===== src/rtl/pipe_data_mux.sv =====
`timescale 1ns/1ps
`default_nettype none
// ============================================================================
//  Module   : pipe_data_mux
//  Purpose  : Registered N:1 data selector with valid/ready handshake on both
//             sides. A 2-entry skid buffer (main + skid register) sustains one
//             beat per clock, and in_ready/out_valid decode only the state
//             register, so there is no combinational out_ready -> in_ready path.
//             An out-of-range select captures RESET_VAL with out_err set.
//  Ports    : clk        clock, rising edge
//             rst_n      asynchronous active-low reset
//             flush      synchronous drop of all buffered beats
//             in_valid   upstream beat present
//             in_ready   block can accept a beat this cycle
//             data_i     NUM_IN*WIDTH flattened inputs, input k at [k*WIDTH +: WIDTH]
//             sel_i      input index, sampled with the beat
//             out_valid  out_data/out_err hold a beat
//             out_ready  downstream takes the beat
//             out_data   selected data (registered)
//             out_err    beat was captured with sel_i >= NUM_IN
//  Revision : 1.0  initial release
// ============================================================================
module pipe_data_mux #(
  parameter int               WIDTH     = 32,
  parameter int               NUM_IN    = 4,
  parameter logic [WIDTH-1:0] RESET_VAL = '0,
  localparam int              SEL_W     = (NUM_IN > 2) ? $clog2(NUM_IN) : 1
) (
  input  logic                      clk,
  input  logic                      rst_n,
  input  logic                      flush,
  input  logic                      in_valid,
  output logic                      in_ready,
  input  logic [NUM_IN*WIDTH-1:0]   data_i,
  input  logic [SEL_W-1:0]          sel_i,
  output logic                      out_valid,
  input  logic                      out_ready,
  output logic [WIDTH-1:0]          out_data,
  output logic                      out_err
);

  localparam logic [1:0] c_st_empty = 2'd0;  // no entries
  localparam logic [1:0] c_st_hold  = 2'd1;  // main only
  localparam logic [1:0] c_st_full  = 2'd2;  // main + skid

  // One extra bit so NUM_IN itself is representable when NUM_IN is a power of two.
  localparam logic [SEL_W:0] c_num_in = (SEL_W+1)'(NUM_IN);

  logic [1:0]       r_state;
  logic [WIDTH-1:0] r_main_data;
  logic             r_main_err;
  logic [WIDTH-1:0] r_skid_data;
  logic             r_skid_err;

  logic [WIDTH-1:0] w_sel_data;
  logic             w_sel_err;
  logic             w_accept;
  logic             w_pop;

  // The loop only ever touches indices below NUM_IN, so an out-of-range
  // select falls through to RESET_VAL without reading past data_i.
  always_comb begin
    w_sel_data = RESET_VAL;
    for (int k = 0; k < NUM_IN; k++) begin
      if (sel_i == SEL_W'(k)) begin
        w_sel_data = data_i[k*WIDTH +: WIDTH];
      end
    end
  end

  assign w_sel_err = ({1'b0, sel_i} >= c_num_in);

  assign in_ready  = (r_state != c_st_full);
  assign out_valid = (r_state != c_st_empty);
  assign w_accept  = in_valid & in_ready;
  assign w_pop     = out_valid & out_ready;

  assign out_data  = r_main_data;
  assign out_err   = r_main_err;

  always_ff @(posedge clk or negedge rst_n) begin
    if (!rst_n) begin
      r_state     <= c_st_empty;
      r_main_data <= RESET_VAL;
      r_main_err  <= 1'b0;
      r_skid_data <= RESET_VAL;
      r_skid_err  <= 1'b0;
    end else if (flush) begin
      // Flush wins over accept and pop; a beat offered this cycle is dropped
      // even though upstream sees its handshake complete.
      r_state <= c_st_empty;
    end else begin
      case (r_state)
        c_st_empty: begin
          if (w_accept) begin
            r_main_data <= w_sel_data;
            r_main_err  <= w_sel_err;
            r_state     <= c_st_hold;
          end
        end
        c_st_hold: begin
          if (w_accept && w_pop) begin
            r_main_data <= w_sel_data;
            r_main_err  <= w_sel_err;
          end else if (w_accept) begin
            // Downstream stalled: park the new beat behind the one on the output.
            r_skid_data <= w_sel_data;
            r_skid_err  <= w_sel_err;
            r_state     <= c_st_full;
          end else if (w_pop) begin
            r_state <= c_st_empty;
          end
        end
        c_st_full: begin
          if (w_pop) begin
            r_main_data <= r_skid_data;
            r_main_err  <= r_skid_err;
            r_state     <= c_st_hold;
          end
        end
        default: begin
          r_state <= c_st_empty;
        end
      endcase
    end
  end

endmodule
`default_nettype wire


===== config.mk =====
export PLATFORM = sky130hd
export DESIGN_NAME = pipe_data_mux
export DESIGN_NICKNAME = d
export VERILOG_FILES = /design/src/rtl/pipe_data_mux.sv
export SDC_FILE = /design/constraint.sdc
export NUM_CORES = 1
export LEC_CHECK = 0
export CORE_UTILIZATION = 49
export CTS_BUF_LIST = sky130_fd_sc_hd__clkbuf_8
export CTS_CLUSTER_DIAMETER = 100
export CTS_CLUSTER_SIZE = 20
export DETAILED_ROUTE_END_ITERATION = 8
export HOLD_SLACK_MARGIN = 0.03
export MAX_ROUTING_LAYER = met4
export PLACE_DENSITY = 0.92
export SYNTH_ARGS = -nofsm -noshare
export SYNTH_HDL_FRONTEND = slang
export SYNTH_SLANG_ARGS = --single-unit

===== constraint.sdc =====
create_clock -name clk -period 3.8 [get_ports clk]
set_input_delay 0.57 -clock clk [delete_from_list [all_inputs] [get_ports clk]]
set_output_delay 0.57 -clock clk [all_outputs]
set_load 0.02 [all_outputs]

==> key figures <==
CTS
  – Total CTS buffers: 9
  – Clk buf depth: 2
  – CTS tree: done
  – PostCTS Resize Cnt: 0
  – Clock-pin slew on the worst setup and hold paths: about 0.070 ns
  – Clock latency on the worst-skew pair: ~0.33 ns
  – Clock root cell: clkbuf_8
  – H-Tree Depth: 3
  – Clock sink count: 66
  – # Post-CTS Setup Buffers: 0
  – Cts hold-fix bufs: 0

Timing
  – Number of hold violations in the final report: 0
  – Worst slack on hold paths: roughly 0.40 ns
  – Slew @ Worst Pin: between 1 and 1.5 ns
  – Final Critical Period: 2.77 ns
  – Clock Skews: roughly 0.009 ns
  – Max-slew violation count: 0
  – Slew headroom: 30.8%
  – Final setup TNS: 0 ns
  – Unrepaired setup endpoints after global routing: false
  – Fmax: approximately 360 MHz
  – Setup violations, final: 0
  – Fin crit share: 72.8%

Drt
  – 1st-iter DRT viols: 130
  – Post-Route WL: 10.8 mm
  – Routed Antenna Nets: 0
  – DRT Pass-1 Iters: 4
  – DRC violations left: 0
  – Vias/cell: ~5.5
  – Wire length per cell: around 17 µm
  – Via count: 3492

GRT
  – Vias in the first global route: between 3000 and 4000
  – Met3 usage: around 5%
  – Total GRT Usage: 25.7%
  – Gr ovfl total: 0
  – First-pass GRT wire length: 17.3 mm
  – Met1 usage: between 20% and 30%
  – Global-route layer with the greatest usage: met2
  – Initial antenna violation count: 0
  – Largest net degree at the start of global routing: 65
  – Met2 usage: around 46%

Logic synthesis
  – Ranking of synthesized cells by area: dfrtp_1, mux2_2, mux2i_1
  – Share of the synthesized area in the top cell type: around two fifths
  – Gate Count Post-Synth: approximately 370
  – Avg Inst Size Synth: about 11 µm²
  – Synth unique cells: 24
  – Syn nets: just over 500
  – Area leader, netlist: dfrtp_1
  – Yosys reg bits: 66
  – Sequential element share of the synthesized area: around two fifths
  – Synth Cell Area: approximately 0.0042 mm²
  – Ys Warns: 0

Worst setup path
  – CP Capture Type: primary output
  – CP peak stage delay: 0.75 ns
  – Critical Path, Cell by Cell: nand2b_1 > clkdlybuf4s50_1
  – CP Launch Type: register
  – Critical path class: reg2out
  – Slowest stage cell on the critical path: clkdlybuf4s50_1
  – Arrival time at the worst endpoint: 2.20 ns
  – Worst Path Buf+Inv: 1
  – CP top delay family: buffers and inverters
  – WP data required: 3.23 ns
  – Worst-path fanout max: 18

Floorplanning
  – CORE AREA: about 0.0083 mm²
  – Initial Util: 50.9%
  – Die width: around 95 µm
  – Site Rows: 33
  – Die Footprint: just under 0.009 mm²
  – Top Ports: 170
  – Die Height: 94.6 µm

Flow run
  – Max-cap violations: 0

Layout
  – Area of the multi-input gates: roughly 0.0024 mm²
  – Fraction of layout cells with a size suffix above 1: 22.7%
  – Post-layout util: about three quarters
  – Area grow syn2layout: 44.0%
  – ANT cells: 0
  – Reg area: 0.00165 mm²
  – Layout fillers: 579
  – Final cell count without fillers: roughly 630
  – Nets: 658

Pwr
  – Sequential power share: between 30% and 40%
  – Power per standard cell area: 407 mW/mm²
  – Psw: approximately 0.00074 W
  – Leakage: 2.58 nW
  – VDD IR-drop max: 0.244 mV
  – Clock power share: around 25%
  – Power Total: ~0.0025 W
  – Sw Share: ~30%
  – Power share of the combinational group: roughly a third
  – P_int: about 0.0017 W

Place
  – Hpwl dp: approximately 7.7 mm
  – Gpl congestion: 0.748
  – Placed Cells incl. Taps: a little over 600
  – IO buf count: ~170

Status
  – Status: finished, final reports clean

Hold path
  – Min-Delay Path Class: in2async
-- cell families after synthesis --
group | count (synthesis) | share of synthesized area, %
AO/OA/AOI/OAI | 67 | 15.5
buffers and inverters | 32 | 4.85
flip-flops | 66 | 39.3
multiplexers | 129 | 32.6
other | 1 | 0.0892
AND/OR/NAND/NOR | 78 | 7.62
-- cell usage after synthesis --
cell	count
a21boi_0	1
a21oi_1	1
a221oi_1	2
a221oi_2	30
and2_1	1
and2_4	1
and2b_4	1
buf_2	4
buf_4	9
buf_6	6
clkbuf_1	13
conb_1	1
dfrtp_1	66
mux2_2	64
mux2i_1	65
nand2_1	34
nand2b_1	1
nand3_1	1
nor2_1	36
nor2b_1	1
o21ai_0	32
o21bai_2	1
or2_2	1
or3b_2	1
-- power by group through the flow --
| stage | clock (W) | sequential, W | combinational (W) |
|---|---|---|---|
| floorplan | 0 | 0.00108 | 0.000357 |
| global placement | 0 | 0.000983 | 0.000833 |
| detailed placement | 0 | 0.000989 | 0.000862 |
| CTS | 0.000631 | 0.000979 | 0.000867 |
| global route | 0.000663 | 0.00100 | 0.000927 |
| finish | 0.000624 | 0.000982 | 0.000858 |
-- cells in the final DEF, fill, tap and decap left out, types with 2 or more instances in the layout --
master	synthesis	routed
buf_2	4	2
buf_4	9	4
o21ai_0	32	32
nand2_1	34	34
nor2_1	36	36
clkdlybuf4s50_1	0	165
inv_1	0	2
mux2_2	64	64
a221oi_1	2	2
dfrtp_1	66	66
a221oi_2	30	30
mux2i_1	65	65
clkbuf_8	0	13
-- path summary, 6_finish.rpt --
| kind | end | cells past startpoint | startpoint | slack [ns] |
|---|---|---|---|---|
| worst max register to register | out_data[29] | 4 | r_state[0] | 1.33 |
| min in group clk | r_skid_data[29] | 2 | r_skid_data[29] | 0.48 |
| worst min register to register | r_skid_data[29] | 2 | r_skid_data[29] | 0.48 |
| worst max-delay path | in_ready | 2 | r_state[0] | 1.03 |
| max in group asynchronous | r_skid_data[29] | 2 | rst_n | 2.51 |
| worst min-delay path | r_skid_data[5] | 1 | rst_n | 0.40 |
-- flip-flops by register name, summed over array words and instances (netlist names) --
signal	count
out_data	32
r_skid_data	32
r_state	2
-- cell type report --
class	instances	share of cell area, %
repair buffers	171	28.0
clock inverters	3	0.620
multi-input cells	275	39.0
flip-flops and latches	66	27.3
well taps	105	2.17
clock buffers	13	2.96
-- through the flow --
stage | area (µm²) | setup WS (ns)
5_1_grt | 6050 | 0.958
2_1_floorplan | 4200 | 2.07
6_report | 6050 | 1.03
3_5_place_dp | 5830 | 1.04
3_3_place_gp | 5830 | 1.14
4_1_cts | 6050 | 1.05
-- layer usage --
metal / part of all wire, % / wire length, µm / vias to the layer above
li1: - / - / 1664
met1: 39 / 4200 / 1683
met2: 52 / 5660 / 129
met3: 7.0 / 756 / 16
met4: 2.0 / 212 / 0
met5: 0 / 0 / -
Note: power is estimated with default switching activity, not from simulation.
